File: src/rtl/traveler_cmd_pkg.sv
// Shared constants, state encoding and command decode for the traveler
// command scheduler.
package traveler_cmd_pkg;

  localparam logic [1:0] CHAN_OP     = 2'b10;
  localparam logic [4:0] OP_GET      = 5'b00001;
  localparam logic [4:0] OP_PUT      = 5'b00010;
  localparam logic [4:0] OP_INTERACT = 5'b00100;
  localparam logic [4:0] OP_MOVE     = 5'b01000;
  localparam logic [4:0] OP_THROW    = 5'b10000;

  typedef enum logic [1:0] {
    ST_IDLE     = 2'd0,
    ST_SEND     = 2'd1,
    ST_WAIT_ACK = 2'd2,
    ST_GAP      = 2'd3
  } state_t;

  function automatic logic cmd_ok(input logic [6:0] b);
    return (b[1:0] == CHAN_OP) && (b[6:2] != 5'd0);
  endfunction

endpackage

File: src/rtl/traveler_cmd_fifo.sv
// Byte-wide synchronous command queue; push and pop may share a cycle.
// Pointers wrap modulo DEPTH, the count carries one extra bit.
module traveler_cmd_fifo #(
  parameter int DEPTH = 4
) (
  input  logic       clk,
  input  logic       rst_n,
  input  logic       push,
  input  logic [7:0] din,
  input  logic       pop,
  output logic [7:0] head,
  output logic       full,
  output logic       empty
);

  localparam int AW = $clog2(DEPTH);

  logic [7:0]    mem [DEPTH];
  logic [AW-1:0] wp;
  logic [AW-1:0] rp;
  logic [AW:0]   cnt;
  logic          do_push;
  logic          do_pop;

  assign full    = (cnt == (AW+1)'(DEPTH));
  assign empty   = (cnt == '0);
  assign do_push = push && !full;
  assign do_pop  = pop && !empty;
  assign head    = mem[rp];

  always_ff @(posedge clk) begin
    if (do_push) mem[wp] <= din;
  end

  always_ff @(posedge clk or negedge rst_n) begin
    if (!rst_n) begin
      wp  <= '0;
      rp  <= '0;
      cnt <= '0;
    end else begin
      if (do_push) wp <= wp + AW'(1);
      if (do_pop)  rp <= rp + AW'(1);
      cnt <= cnt + (AW+1)'(do_push) - (AW+1)'(do_pop);
    end
  end

endmodule

File: src/rtl/traveler_cmd_scheduler.sv
// Queues manual and scripted commands and paces them to the UART:
// one byte in flight, wait for ack or timeout, then a fixed idle gap.
module traveler_cmd_scheduler
  import traveler_cmd_pkg::*;
#(
  parameter int FIFO_DEPTH  = 4,
  parameter int GAP_CYCLES  = 1000000,
  parameter int ACK_TIMEOUT = 50000000,
  parameter int CNT_W       = 26
) (
  input  logic       clk,
  input  logic       rst_n,
  input  logic [7:0] man_data,
  input  logic       auto_valid,
  input  logic [7:0] auto_data,
  output logic       auto_ready,
  output logic [7:0] tx_data,
  output logic       tx_valid,
  input  logic       tx_ready,
  input  logic       ack_valid,
  output logic       busy,
  output logic       timeout_err,
  output logic [7:0] drop_cnt
);

  localparam logic [CNT_W-1:0] ACK_LAST = CNT_W'(ACK_TIMEOUT - 1);
  localparam logic [CNT_W-1:0] GAP_LAST = CNT_W'(GAP_CYCLES - 1);

  state_t           state;
  state_t           state_n;
  logic [CNT_W-1:0] cnt;
  logic [CNT_W-1:0] cnt_n;
  logic             err_n;
  logic             live;
  logic             man_ok;
  logic             auto_ok;
  logic             auto_fire;
  logic             push;
  logic             pop;
  logic             drop;
  logic [7:0]       din;
  logic [7:0]       head;
  logic             full;
  logic             empty;

  assign man_ok     = cmd_ok(man_data[6:0]);
  assign auto_ok    = cmd_ok(auto_data[6:0]);
  // live keeps auto_ready low until the first clock after reset
  assign auto_ready = live && !full && !man_ok;
  assign auto_fire  = auto_valid && auto_ready;
  assign push       = (man_ok && !full) || (auto_fire && auto_ok);
  assign drop       = (man_ok && full) || (auto_fire && !auto_ok);
  assign din        = man_ok ? (man_data & 8'h7F) : (auto_data & 8'h7F);

  assign tx_valid = (state == ST_SEND);
  assign tx_data  = tx_valid ? head : 8'h00;
  assign busy     = (state != ST_IDLE) || !empty;

  traveler_cmd_fifo #(
    .DEPTH (FIFO_DEPTH)
  ) u_fifo (
    .clk   (clk),
    .rst_n (rst_n),
    .push  (push),
    .din   (din),
    .pop   (pop),
    .head  (head),
    .full  (full),
    .empty (empty)
  );

  always_comb begin
    state_n = state;
    cnt_n   = cnt;
    err_n   = timeout_err;
    pop     = 1'b0;
    unique case (state)
      ST_IDLE: begin
        if (!empty) state_n = ST_SEND;
      end
      ST_SEND: begin
        if (tx_ready) begin
          pop     = 1'b1;
          err_n   = 1'b0;
          cnt_n   = '0;
          state_n = ST_WAIT_ACK;
        end
      end
      ST_WAIT_ACK: begin
        if (ack_valid) begin
          cnt_n   = '0;
          state_n = ST_GAP;
        end else if (cnt == ACK_LAST) begin
          err_n   = 1'b1;
          cnt_n   = '0;
          state_n = ST_GAP;
        end else begin
          cnt_n = cnt + CNT_W'(1);
        end
      end
      ST_GAP: begin
        if (cnt == GAP_LAST) begin
          cnt_n   = '0;
          state_n = ST_IDLE;
        end else begin
          cnt_n = cnt + CNT_W'(1);
        end
      end
      default: state_n = ST_IDLE;
    endcase
  end

  always_ff @(posedge clk or negedge rst_n) begin
    if (!rst_n) begin
      state       <= ST_IDLE;
      cnt         <= '0;
      timeout_err <= 1'b0;
      drop_cnt    <= 8'h00;
      live        <= 1'b0;
    end else begin
      state       <= state_n;
      cnt         <= cnt_n;
      timeout_err <= err_n;
      live        <= 1'b1;
      if (drop && drop_cnt != 8'hFF) drop_cnt <= drop_cnt + 8'h01;
    end
  end

endmodule
File: config.mk
export PLATFORM = sky130hd
export DESIGN_NAME = traveler_cmd_scheduler
export DESIGN_NICKNAME = d
export VERILOG_FILES = /design/src/rtl/traveler_cmd_pkg.sv /design/src/rtl/traveler_cmd_fifo.sv /design/src/rtl/traveler_cmd_scheduler.sv
export SDC_FILE = /design/constraint.sdc
export NUM_CORES = 1
export LEC_CHECK = 0
export CORE_MARGIN = 2
export CORE_UTILIZATION = 55
export DETAILED_ROUTE_END_ITERATION = 10
export PLACE_DENSITY = 0.81
export SYNTH_ARGS = -nofsm -noshare
export SYNTH_HDL_FRONTEND = slang
export SYNTH_SLANG_ARGS = --single-unit
File: constraint.sdc
create_clock -name clk -period 2.47 [get_ports clk]
set_input_delay 0.494 -clock clk [delete_from_list [all_inputs] [get_ports clk]]
set_output_delay 0.494 -clock clk [all_outputs]
set_load 0.02 [all_outputs]
==> flow_summary.html <==
<table>
<tr><th>Metric</th><th>Value</th></tr>
<tr><th colspan="2">Outcome</th></tr>
<tr><td>Result of the run</td><td>complete, no violations</td></tr>
<tr><th colspan="2">Placement</th></tr>
<tr><td>Post-Place Setup Slack</td><td>-0.404 ns</td></tr>
<tr><td>Placed cell area</td><td>0.00450 mm^2</td></tr>
<tr><td>Post-DP HPWL</td><td>5550 um</td></tr>
<tr><td>Routability congestion estimate from global placement</td><td>0.854</td></tr>
<tr><td>Count of port buffers added during placement</td><td>37</td></tr>
<tr><th colspan="2">Worst setup path</th></tr>
<tr><td>Critical path's slowest cell</td><td>sky130_fd_sc_hd__or4_4</td></tr>
<tr><td>Startpoint type of the worst setup path</td><td>primary input</td></tr>
<tr><td>Type of destination of the critical path</td><td>output port</td></tr>
<tr><td>Slowest stage delay, CP</td><td>0.54 ns</td></tr>
<tr><td>Family with the most delay on the worst path</td><td>simple AND/OR/NAND/NOR gates</td></tr>
<tr><td>Series of cell instances along the critical path</td><td>clkdlybuf4s50_1 &gt; or4_4 &gt; o21ai_2 &gt; and3_1 &gt; buf_2</td></tr>
<tr><td>Required time at the worst-slack endpoint</td><td>1.98 ns</td></tr>
<tr><td>Data arrival, critical path</td><td>1.92 ns</td></tr>
<tr><td>Start-to-end type of the worst setup path</td><td>in -&gt; out</td></tr>
<tr><td>Largest fanout of any net on the critical path</td><td>2</td></tr>
<tr><td>Combined buffer and inverter count along the critical path</td><td>2</td></tr>
<tr><th colspan="2">GRT</th></tr>
<tr><td>Met3 usage in global routing</td><td>0.0462</td></tr>
<tr><td>Number of global-route vias before repair</td><td>2818</td></tr>
<tr><td>Overall Global Routing Usage</td><td>0.224</td></tr>
<tr><td>Pin count of the biggest net entering global routing</td><td>46</td></tr>
<tr><td>Most congested layer reported by global routing</td><td>met2</td></tr>
<tr><td>Final global-route overflow total</td><td>0</td></tr>
<tr><td>Initial antenna violation count</td><td>0</td></tr>
<tr><td>Met2 track demand over resource in global routing</td><td>0.357</td></tr>
<tr><td>Met1 track demand over resource in global routing</td><td>0.305</td></tr>
<tr><td>First-pass GRT wire length</td><td>13000 um</td></tr>
<tr><th colspan="2">Detailed routing</th></tr>
<tr><td>Drt initial violations</td><td>212</td></tr>
<tr><td>First-pass iteration count of the detailed router</td><td>4</td></tr>
<tr><td>Vias per std cell</td><td>5.50</td></tr>
<tr><td>Vias post-DR</td><td>2766</td></tr>
<tr><td>Remaining routing DRC violations</td><td>0</td></tr>
<tr><td>WL per Instance</td><td>15.1 um</td></tr>
<tr><td>Antenna Nets Post-Route</td><td>0</td></tr>
<tr><td>WL final</td><td>7610 um</td></tr>
<tr><th colspan="2">Logic synthesis</th></tr>
<tr><td>Count of flip-flops with a built-in enable after synthesis</td><td>28</td></tr>
<tr><td>Library cell with the largest summed area after synthesis</td><td>sky130_fd_sc_hd__dfrtp_1</td></tr>
<tr><td>Leading cell type by number of instances after synthesis</td><td>sky130_fd_sc_hd__dfrtp_1</td></tr>
<tr><td>Largest cells by area after synthesis</td><td>sky130_fd_sc_hd__dfrtp_1 29%, sky130_fd_sc_hd__edfxtp_1 22%, sky130_fd_sc_hd__xnor2_1 5.7%</td></tr>
<tr><td>Synthesized instance count</td><td>336</td></tr>
<tr><td>Post-synthesis sequential area ratio</td><td>0.510</td></tr>
<tr><td>Net count after synthesis</td><td>371</td></tr>
<tr><td>Count of warnings emitted by yosys</td><td>0</td></tr>
<tr><td>Fraction of synthesized cell area taken by the top area cell type</td><td>0.292</td></tr>
<tr><td>Post-synthesis instance area</td><td>0.00386 mm^2</td></tr>
<tr><td>Proportion of synthesized flip-flops having asynchronous set or reset</td><td>0.616</td></tr>
<tr><td>Post-synth top flop</td><td>sky130_fd_sc_hd__dfrtp_1</td></tr>
<tr><td>Flip-flop and latch count after synthesis</td><td>73</td></tr>
<tr><td>Mean post-synth cell area</td><td>11.5 um^2</td></tr>
<tr><td>Commonest cells in the netlist</td><td>45 x sky130_fd_sc_hd__dfrtp_1, 36 x sky130_fd_sc_hd__nand2_1, 28 x sky130_fd_sc_hd__edfxtp_1</td></tr>
<tr><td>Number of distinct library cells after synthesis</td><td>53</td></tr>
<tr><th colspan="2">Layout</th></tr>
<tr><td>Fin area</td><td>0.00473 mm^2</td></tr>
<tr><td>Antenna fix cells</td><td>0</td></tr>
<tr><td>Share of layout cells above drive strength 1</td><td>0.194</td></tr>
<tr><td>Layout overhead on the synthesized area</td><td>22.5%</td></tr>
<tr><td>Number of fill cells</td><td>497</td></tr>
<tr><td>Nets</td><td>437</td></tr>
<tr><td>Share of the core filled with cells in the final layout</td><td>0.696</td></tr>
<tr><th colspan="2">Timing</th></tr>
<tr><td>Setup-violating endpoint count in the final report</td><td>0</td></tr>
<tr><td>PnR worst setup slack</td><td>0.0553 ns</td></tr>
<tr><td>Final period utilization</td><td>0.978</td></tr>
<tr><td>Final hold slack</td><td>0.218 ns</td></tr>
<tr><td>Number of pins exceeding their max-slew limit in the final report</td><td>0</td></tr>
<tr><td>Slew at the pin closest to its max-slew limit</td><td>0.569 ns</td></tr>
<tr><td>Final-report hold violation count</td><td>0</td></tr>
<tr><td>Setup skew after layout</td><td>0.00796 ns</td></tr>
<tr><td>Rel. slew slack</td><td>0.621</td></tr>
<tr><td>Final period demand of the worst path</td><td>2.41 ns</td></tr>
<tr><td>Setup repair after global routing missed its margin</td><td>no</td></tr>
<tr><td>F_max</td><td>0.414 GHz</td></tr>
<tr><th colspan="2">Clock tree</th></tr>
<tr><td>Max clock buf depth</td><td>2</td></tr>
<tr><td>Clock tree root driver cell</td><td>sky130_fd_sc_hd__clkbuf_8</td></tr>
<tr><td>CTS tree</td><td>yes</td></tr>
<tr><td>Clock transition at the register clock pins on the worst setup and hold paths after CTS</td><td>0.08 ns</td></tr>
<tr><td>Postcts setup bufs</td><td>0</td></tr>
<tr><td>H-tree depth</td><td>3</td></tr>
<tr><td>Clock latency reported for the late side of the worst-skew pair</td><td>0.35 ns</td></tr>
<tr><td>Number of CTS-inserted buffers</td><td>9</td></tr>
<tr><td>Clock sink count</td><td>73</td></tr>
<tr><th colspan="2">Floorplan</th></tr>
<tr><td>Core box area</td><td>0.00679 mm^2</td></tr>
<tr><td>Die area</td><td>0.00770 mm^2</td></tr>
<tr><td>Top-level I/O count</td><td>41</td></tr>
<tr><td>Standard-cell row count</td><td>30</td></tr>
<tr><td>Die boundary height</td><td>87.8 um</td></tr>
<tr><td>Horizontal extent of the die</td><td>87.8 um</td></tr>
<tr><td>Initial cell density of the core</td><td>0.568</td></tr>
<tr><th colspan="2">Power</th></tr>
<tr><td>Cell Pwr Density</td><td>919 mW/mm^2</td></tr>
<tr><td>Peak supply drop</td><td>0.556 mV</td></tr>
<tr><td>Static Leak</td><td>1.90 nW</td></tr>
<tr><th colspan="2">Worst hold path</th></tr>
<tr><td>Class of the worst hold path</td><td>in -&gt; async</td></tr>
<tr><th colspan="2">Flow run</th></tr>
<tr><td>Maximum Capacitance Violations</td><td>0</td></tr>
</table>
[placed cells by master (no fill, tap or decap), types with 3 or more instances in the layout]
cell                              count
sky130_fd_sc_hd__nand3_1             14
sky130_fd_sc_hd__a21oi_1              5
sky130_fd_sc_hd__inv_1               12
sky130_fd_sc_hd__nor3_1              13
sky130_fd_sc_hd__dfrtp_1             45
sky130_fd_sc_hd__buf_4               25
sky130_fd_sc_hd__a31oi_1              3
sky130_fd_sc_hd__dlygate4sd2_1        7
sky130_fd_sc_hd__nand4_1              6
sky130_fd_sc_hd__ha_1                13
sky130_fd_sc_hd__nor2_1              23
sky130_fd_sc_hd__and3_1               8
sky130_fd_sc_hd__nand2b_1             6
sky130_fd_sc_hd__nor4_4               3
sky130_fd_sc_hd__edfxtp_1            28
sky130_fd_sc_hd__o21ai_0              5
sky130_fd_sc_hd__mux4_2               7
sky130_fd_sc_hd__xnor2_1             25
sky130_fd_sc_hd__clkbuf_8             9
sky130_fd_sc_hd__mux2_2               5
sky130_fd_sc_hd__bufinv_16            3
sky130_fd_sc_hd__nor2_2              10
sky130_fd_sc_hd__and2_1              13
sky130_fd_sc_hd__o211ai_1             4
sky130_fd_sc_hd__and4_1               4
sky130_fd_sc_hd__nor2b_1              4
sky130_fd_sc_hd__nor4_1               5
sky130_fd_sc_hd__nand2_1             36
sky130_fd_sc_hd__clkdlybuf4s50_1     28
[what timing repair did]
item / CTS / global route
resized for setup: 11 / 1
pin swaps: 0 / 0
setup endpoints to repair: 8 / 1
hold buffers: 0 / 0
[layout make-up]
class	count	area, um^2	area share
multi-input cells	243	1790	0.379
repair buffers	63	559	0.118
well taps	96	120	0.0254
clock buffers	10	128	0.0270
clock inverters	6	115	0.0243
flip-flops and latches	73	1970	0.416
inverters	12	45.0	0.00953
[cell families (layout without fill, tap and decap cells)]
family	Yosys count	in the layout	synth area share
xor+xnor	27	27	0.0613
buf+inv	20	91	0.0263
mux	13	13	0.0580
flops	73	73	0.510
other cells	2	2	0.00195
compound gates	29	29	0.0610
fa+ha+maj	14	14	0.0473
simple gates	158	158	0.234
[flip-flops by register name, indices dropped and copies added, names as in the netlist]
signal,count
cnt,26
drop_cnt,8
live,1
state,2
timeout_err,1
u_fifo.cnt,3
u_fifo.mem,28
u_fifo.rp,2
u_fifo.wp,2
[metrics by stage]
stage / cells / power [W] / TNS [ns]
2_1_floorplan: 336 / 0.00271 / 0
3_3_place_gp: 487 / 0.00322 / -6.19
3_5_place_dp: 487 / 0.00329 / -7.26
4_1_cts: 503 / 0.00440 / 0
5_1_grt: 503 / 0.00462 / 0
6_report: 503 / 0.00435 / 0
[path summary, 6_finish.rpt]
| kind | from | end | slack, ns | cells past startpoint |
|---|---|---|---|---|
| setup / recovery | man_data[3] | auto_ready | 0.06 | 5 |
| hold / removal | rst_n | state[1] | 0.22 | 2 |
| setup reg to reg | cnt[0] | state[1] | 0.21 | 6 |
| hold reg to reg | drop_cnt[5] | drop_cnt[5] | 0.51 | 1 |
| max in group asynchronous | rst_n | live | 1.86 | 2 |
| min in group clk | drop_cnt[5] | drop_cnt[5] | 0.51 | 1 |
[layer usage]
metal	routed length (um)	share of wire
met4	94	0.012
met3	304	0.040
met2	3660	0.48
met5	0	0
met1	3550	0.47
[report_power, final]
group	switching (W)	leakage (nW)	internal, W
Clock	0.000453	0.117	0.000676
Sequential	0.000172	0.851	0.00146
Combinational	0.000843	0.932	0.000744
Total	0.00147	1.90	0.00288
No activity file was read; power rests on OpenSTA's default activity.
==> variant 1 (config.mk and constraints unchanged) <==
Set the parameter `CNT_W` to 13 (it was 26).
--- a/src/rtl/traveler_cmd_scheduler.sv
+++ b/src/rtl/traveler_cmd_scheduler.sv
@@ -6,7 +6,7 @@
   parameter int FIFO_DEPTH  = 4,
   parameter int GAP_CYCLES  = 1000000,
   parameter int ACK_TIMEOUT = 50000000,
-  parameter int CNT_W       = 26
+  parameter int CNT_W       = 13
 ) (
   input  logic       clk,
   input  logic       rst_n,
Function: no difference found for any inputs over 10 cycles, from zero or initial values and one cycle with rst_n low; that may be too few to reach the edited logic, so the function may still have changed.
==> variant 1 against the original RTL <==
Design area decreased by 19%. Routed wire length shrank 20%. Final cell count fell by 23%. Area after synthesis fell by 22%. Sequential share of layout area grew 1.5 points. Non-clock buffer count shrank 3. Via count shrank 21%. Setup slack improved by 100 ps. Sequential cell count is 13 lower. Power fell by 14%.
==> variant 1: results <==
set metrics [dict create \
    clock_area_share_pct 4.62 \
    gp_congestion 0.820 \
    multi_input_cells 169 \
    post-cts-setup-buffer-count 1 \
    final_nets 348 \
    finalClockSkew_ps 10.9 \
    max_freq_mhz 432 \
    ir_drop_v 0.000707 \
    synth_xor_area_share_pct 2.32 \
    dpl.cell_count 371 \
    n_all_inverters 13 \
    multiInputGateArea_um2 1320 \
    cp_max_fo 10 \
    synthAdderAreaFrac_pct 6.04 \
    netlist_top_cells_count "32 x dfrtp_1, 28 x edfxtp_1, 15 x nor2_1, 14 x and2_1" \
    synth_compound_area_share_pct 9.60 \
    muxShareOfSynthArea_pct 9.02 \
    ys_ff_latch 60 \
    nClkBuffers 13 \
    wl_per_cell_um 15.6 \
    buffer_area_share_pct 14.3 \
    vias 2189 \
    hold_class "flip-flop to flip-flop" \
    regToRegSetupSlack_ps 260 \
    dr.pass1.iters 4 \
    signal_buffers 60 \
    regArea_um2 1640 \
    largest_registers "u_fifo.mem (28), cnt (13), drop_cnt (8)" \
    outcome "completed" \
    drive_above_1_share_pct 18.6 \
    synth_cells 248 \
    syn_nets 283 \
    clock_latency_ps 320 \
    grt_pass1_wl_um 10300 \
    yosysSeqAreaShare_pct 54.3 \
    place_ws_ps -91.2 \
    synthArstFlopShare_pct 53.3 \
    fill_cells 360 \
    grt_max_degree 33 \
    drt_iter0_drc 192 \
    synthTopCellsByArea "edfxtp_1 28%, dfrtp_1 26%, ha_1 5.4%" \
]
==> variant 1: changes by cell type in the layout (fill, tap and decap cells not counted), sizes merged, moves of 7 or more <==
cell	change
nand2	-22
nand3	-9
nor2	-18
a21oi	+7
nor4	-7
dfrtp	-13
nor3	-9
xnor2	-21
==> variant 1: cells by family after synthesis <==
kind of cell / after synthesis
and+or+nand+nor: 86
DFF: 60
AOI/OAI and AO/OA: 42
buffers and inverters: 19
muxes: 17
adders and majority gates: 14
xor gates and xnor gates: 8
other: 2
==> variant 1: layer usage <==
metal  track usage, %  share of wire [%]  wire (um)
met5                0                  0          0
met4             8.60               0.58         35
met3             5.17                5.0        301
met2             36.0                 50       3010
met1             29.2                 45       2720
==> variant 1: worst max-delay path: stages, from the launching register on <==
cell and delay (ps):
dfrtp_1 420, inv_1 120, ha_2 300, clkdlybuf4s50_1 640
==> variant 1: per-stage QoR <==
stage | instance area (um2) | hold slack [ps]
3_3_place_gp | 3620 | 505
6_report | 3820 | 529
4_1_cts | 3810 | 528
3_5_place_dp | 3620 | 518
2_1_floorplan | 3020 | 198
5_1_grt | 3820 | 558
==> variant 1: path summary, 6_finish.rpt <==
| path | start | end | depth (start not counted) |
|---|---|---|---|
| worst max-delay path | state[1] | tx_valid | 3 |
| worst min-delay path | drop_cnt[3] | drop_cnt[3] | 1 |
| worst max register to register | cnt[7] | cnt[7] | 6 |
| worst min register to register | drop_cnt[3] | drop_cnt[3] | 1 |
| max in group asynchronous | rst_n | u_fifo.rp[0] | 2 |
| min in group asynchronous | rst_n | cnt[0] | 2 |
==> variant 1: power breakdown <==
part / internal [W] / switching, W
Combinational: 0.000738 / 0.000781
Sequential: 0.00125 / 0.000178
Clock: 0.000461 / 0.000343
==> variant 2 (config.mk and constraints unchanged) <==
Without the edit above. Re-encode `state_t` (4 states) as one-hot, 4 bits wide.
--- a/src/rtl/traveler_cmd_pkg.sv
+++ b/src/rtl/traveler_cmd_pkg.sv
@@ -9,11 +9,11 @@
   localparam logic [4:0] OP_MOVE     = 5'b01000;
   localparam logic [4:0] OP_THROW    = 5'b10000;
 
-  typedef enum logic [1:0] {
-    ST_IDLE     = 2'd0,
-    ST_SEND     = 2'd1,
-    ST_WAIT_ACK = 2'd2,
-    ST_GAP      = 2'd3
+  typedef enum logic [3:0] {
+    ST_IDLE     = 4'b0001,
+    ST_SEND     = 4'b0010,
+    ST_WAIT_ACK = 4'b0100,
+    ST_GAP      = 4'b1000
   } state_t;
 
   function automatic logic cmd_ok(input logic [6:0] b);
Function: no difference found for any inputs over 10 cycles, from zero or initial values and one cycle with rst_n low; not proved beyond that.
==> variant 2 against the original RTL <==
Routed wire length is 17% higher. Final cell count rose by 5.2%. Design area up 2.3%. Setup slack worse by 19 ps. Fmax decreased by 0.79%. Die area is 1.8% higher. Sequential cell count is 2 higher. Power rose by 0.62%. Area after synthesis is 1.8% higher.
==> variant 2: results <==
set metrics [dict create \
    cts_root_buf "clkbuf_8" \
    regArea_um2 2020 \
    synthTopCellsByArea "dfrtp_1 29%, edfxtp_1 21%, mux4_2 4.0%" \
    p_leak_nw 2.01 \
    critPathLaunch "man_data[5]" \
    synthArstFlopShare_pct 62.7 \
    cts-htree-levels 3 \
    drive_above_1_share_pct 22.6 \
    dr.pass1.iters 5 \
    syn_nets 388 \
    gr-usage-all-layers_pct 24.8 \
    finalClockSkew_ps 11.2 \
    place_area_um2 4610 \
    synth_cell_types 69 \
    cts-buffers-inserted 9 \
    grt_pass1_wl_um 14800 \
    wl_per_cell_um 16.8 \
    synth_edf_count 28 \
    synth_area_leader_cell "dfrtp_1" \
    drt_iter0_drc 294 \
    hold_class "input port to async pin" \
    place_ws_ps -449 \
    clock_latency_ps 350 \
    antenna_found_initial 0 \
    largest_registers "u_fifo.mem (28), cnt (26), drop_cnt (8)" \
    path_clk_slew_ps 80 \
    ff2ff_path_depth 7 \
    tightest_slew_ps 649 \
    vias_per_cell 5.94 \
    clock_path_buffers 2 \
    cp_max_fo 3 \
    gp_congestion 0.893 \
    cp.arrival_ps 2680 \
    antenna_cells 0 \
    switching_share_pct 36.8 \
    portBuffers 37 \
    final_nets 458 \
    yosysSeqAreaShare_pct 51.4 \
    fill_cells 502 \
    r2r-start "cnt[9]" \
    netlist_top_cells_count "46 x dfrtp_1, 33 x nand2_1, 28 x edfxtp_1, 25 x a21oi_1" \
    detailed_place_hpwl_um 6120 \
    ir_drop_v 0.000655 \
    grt_max_degree 48 \
    outcome "completed" \
    yosysWarnings 0 \
    first_global_vias 3075 \
]
==> variant 2: changes by cell type in the layout (fill, tap and decap cells not counted), moves of 6 or more <==
cell,change
a21oi_1,+20
xnor2_1,-19
o21ai_0,+10
buf_4,+9
nor2_2,-9
nor2_1,-8
a21o_1,+6
a31oi_1,+6
==> variant 2: power by group through the flow <==
stage | clock network [W] | logic, W | registers (W)
after detailed placement | 0 | 0.00155 | 0.00194
final | 0.000871 | 0.00163 | 0.00187
after global placement | 0 | 0.00148 | 0.00192
after global routing | 0.000933 | 0.00180 | 0.00191
after CTS | 0.000880 | 0.00164 | 0.00187
after floorplan | 0 | 0.00107 | 0.00184
==> variant 2: kinds of logic (layout without fill, tap and decap cells) <==
logic type | Yosys count | in the layout | share of synthesized area [%]
fa+ha+maj | 9 | 9 | 3.06
mux | 12 | 12 | 5.41
xor+xnor | 9 | 9 | 2.01
buf+inv | 28 | 103 | 3.57
simple gates | 150 | 150 | 22.4
other cells | 2 | 2 | 0.191
compound gates | 73 | 73 | 12.0
flops | 75 | 75 | 51.4
==> variant 2: area by class of cell <==
type	count	share of cell area, %
repair buffers	74	13.7
multi-input cells	255	37.5
clock buffers	10	2.64
well taps	96	2.48
flip-flops and latches	75	41.7
inverters	13	1.01
clock inverters	6	1.01
==> variant 2: final timing paths <==
| kind | end | slack (ps) |
|---|---|---|
| hold / removal | timeout_err | 230 |
| min in group clk | timeout_err | 520 |
| hold reg to reg | timeout_err | 520 |
| max in group asynchronous | u_fifo.rp[0] | 1800 |
| setup reg to reg | cnt[11] | 110 |
| setup / recovery | drop_cnt[7] | 40 |
==> variant 2: metal layers <==
| layer | up-vias | track usage [%] | part of all wire, % |
|---|---|---|---|
| met2 | 128 | 40.9 | 49 |
| met1 | 1532 | 32.8 | 43 |
| met4 | 0 | 8.13 | 1.7 |
| li1 | 1462 | - | - |
| met5 | - | 0 | 0 |
| met3 | 20 | 5.41 | 6.0 |
==> variant 2: through the flow <==
step           cells  power [W]  hold slack (ps)
3_5_place_dp     508    0.00348              497
3_3_place_gp     508    0.00340              482
5_1_grt          529    0.00465              273
4_1_cts          528    0.00439              242
6_report         529    0.00437              230
2_1_floorplan    358    0.00292              198
==> variant 2: timing repair <==
item / in CTS / in global routing
gates cloned: 0 / 0
pin swaps: 3 / 5
setup buffers: 4 / 2
gates resized for setup: 16 / 4
setup endpoints to repair: 10 / 3
endpoints found under the hold margin: 0 / 0
==> variant 2: critical path, stage by stage <==
cell,delay [ps]
clkdlybuf4s50_1,420
or4_4,450
buf_6,140
o21a_1,170
o31ai_2,230
buf_4,160
nand4_1,160
nor2_2,170
mux2_4,300
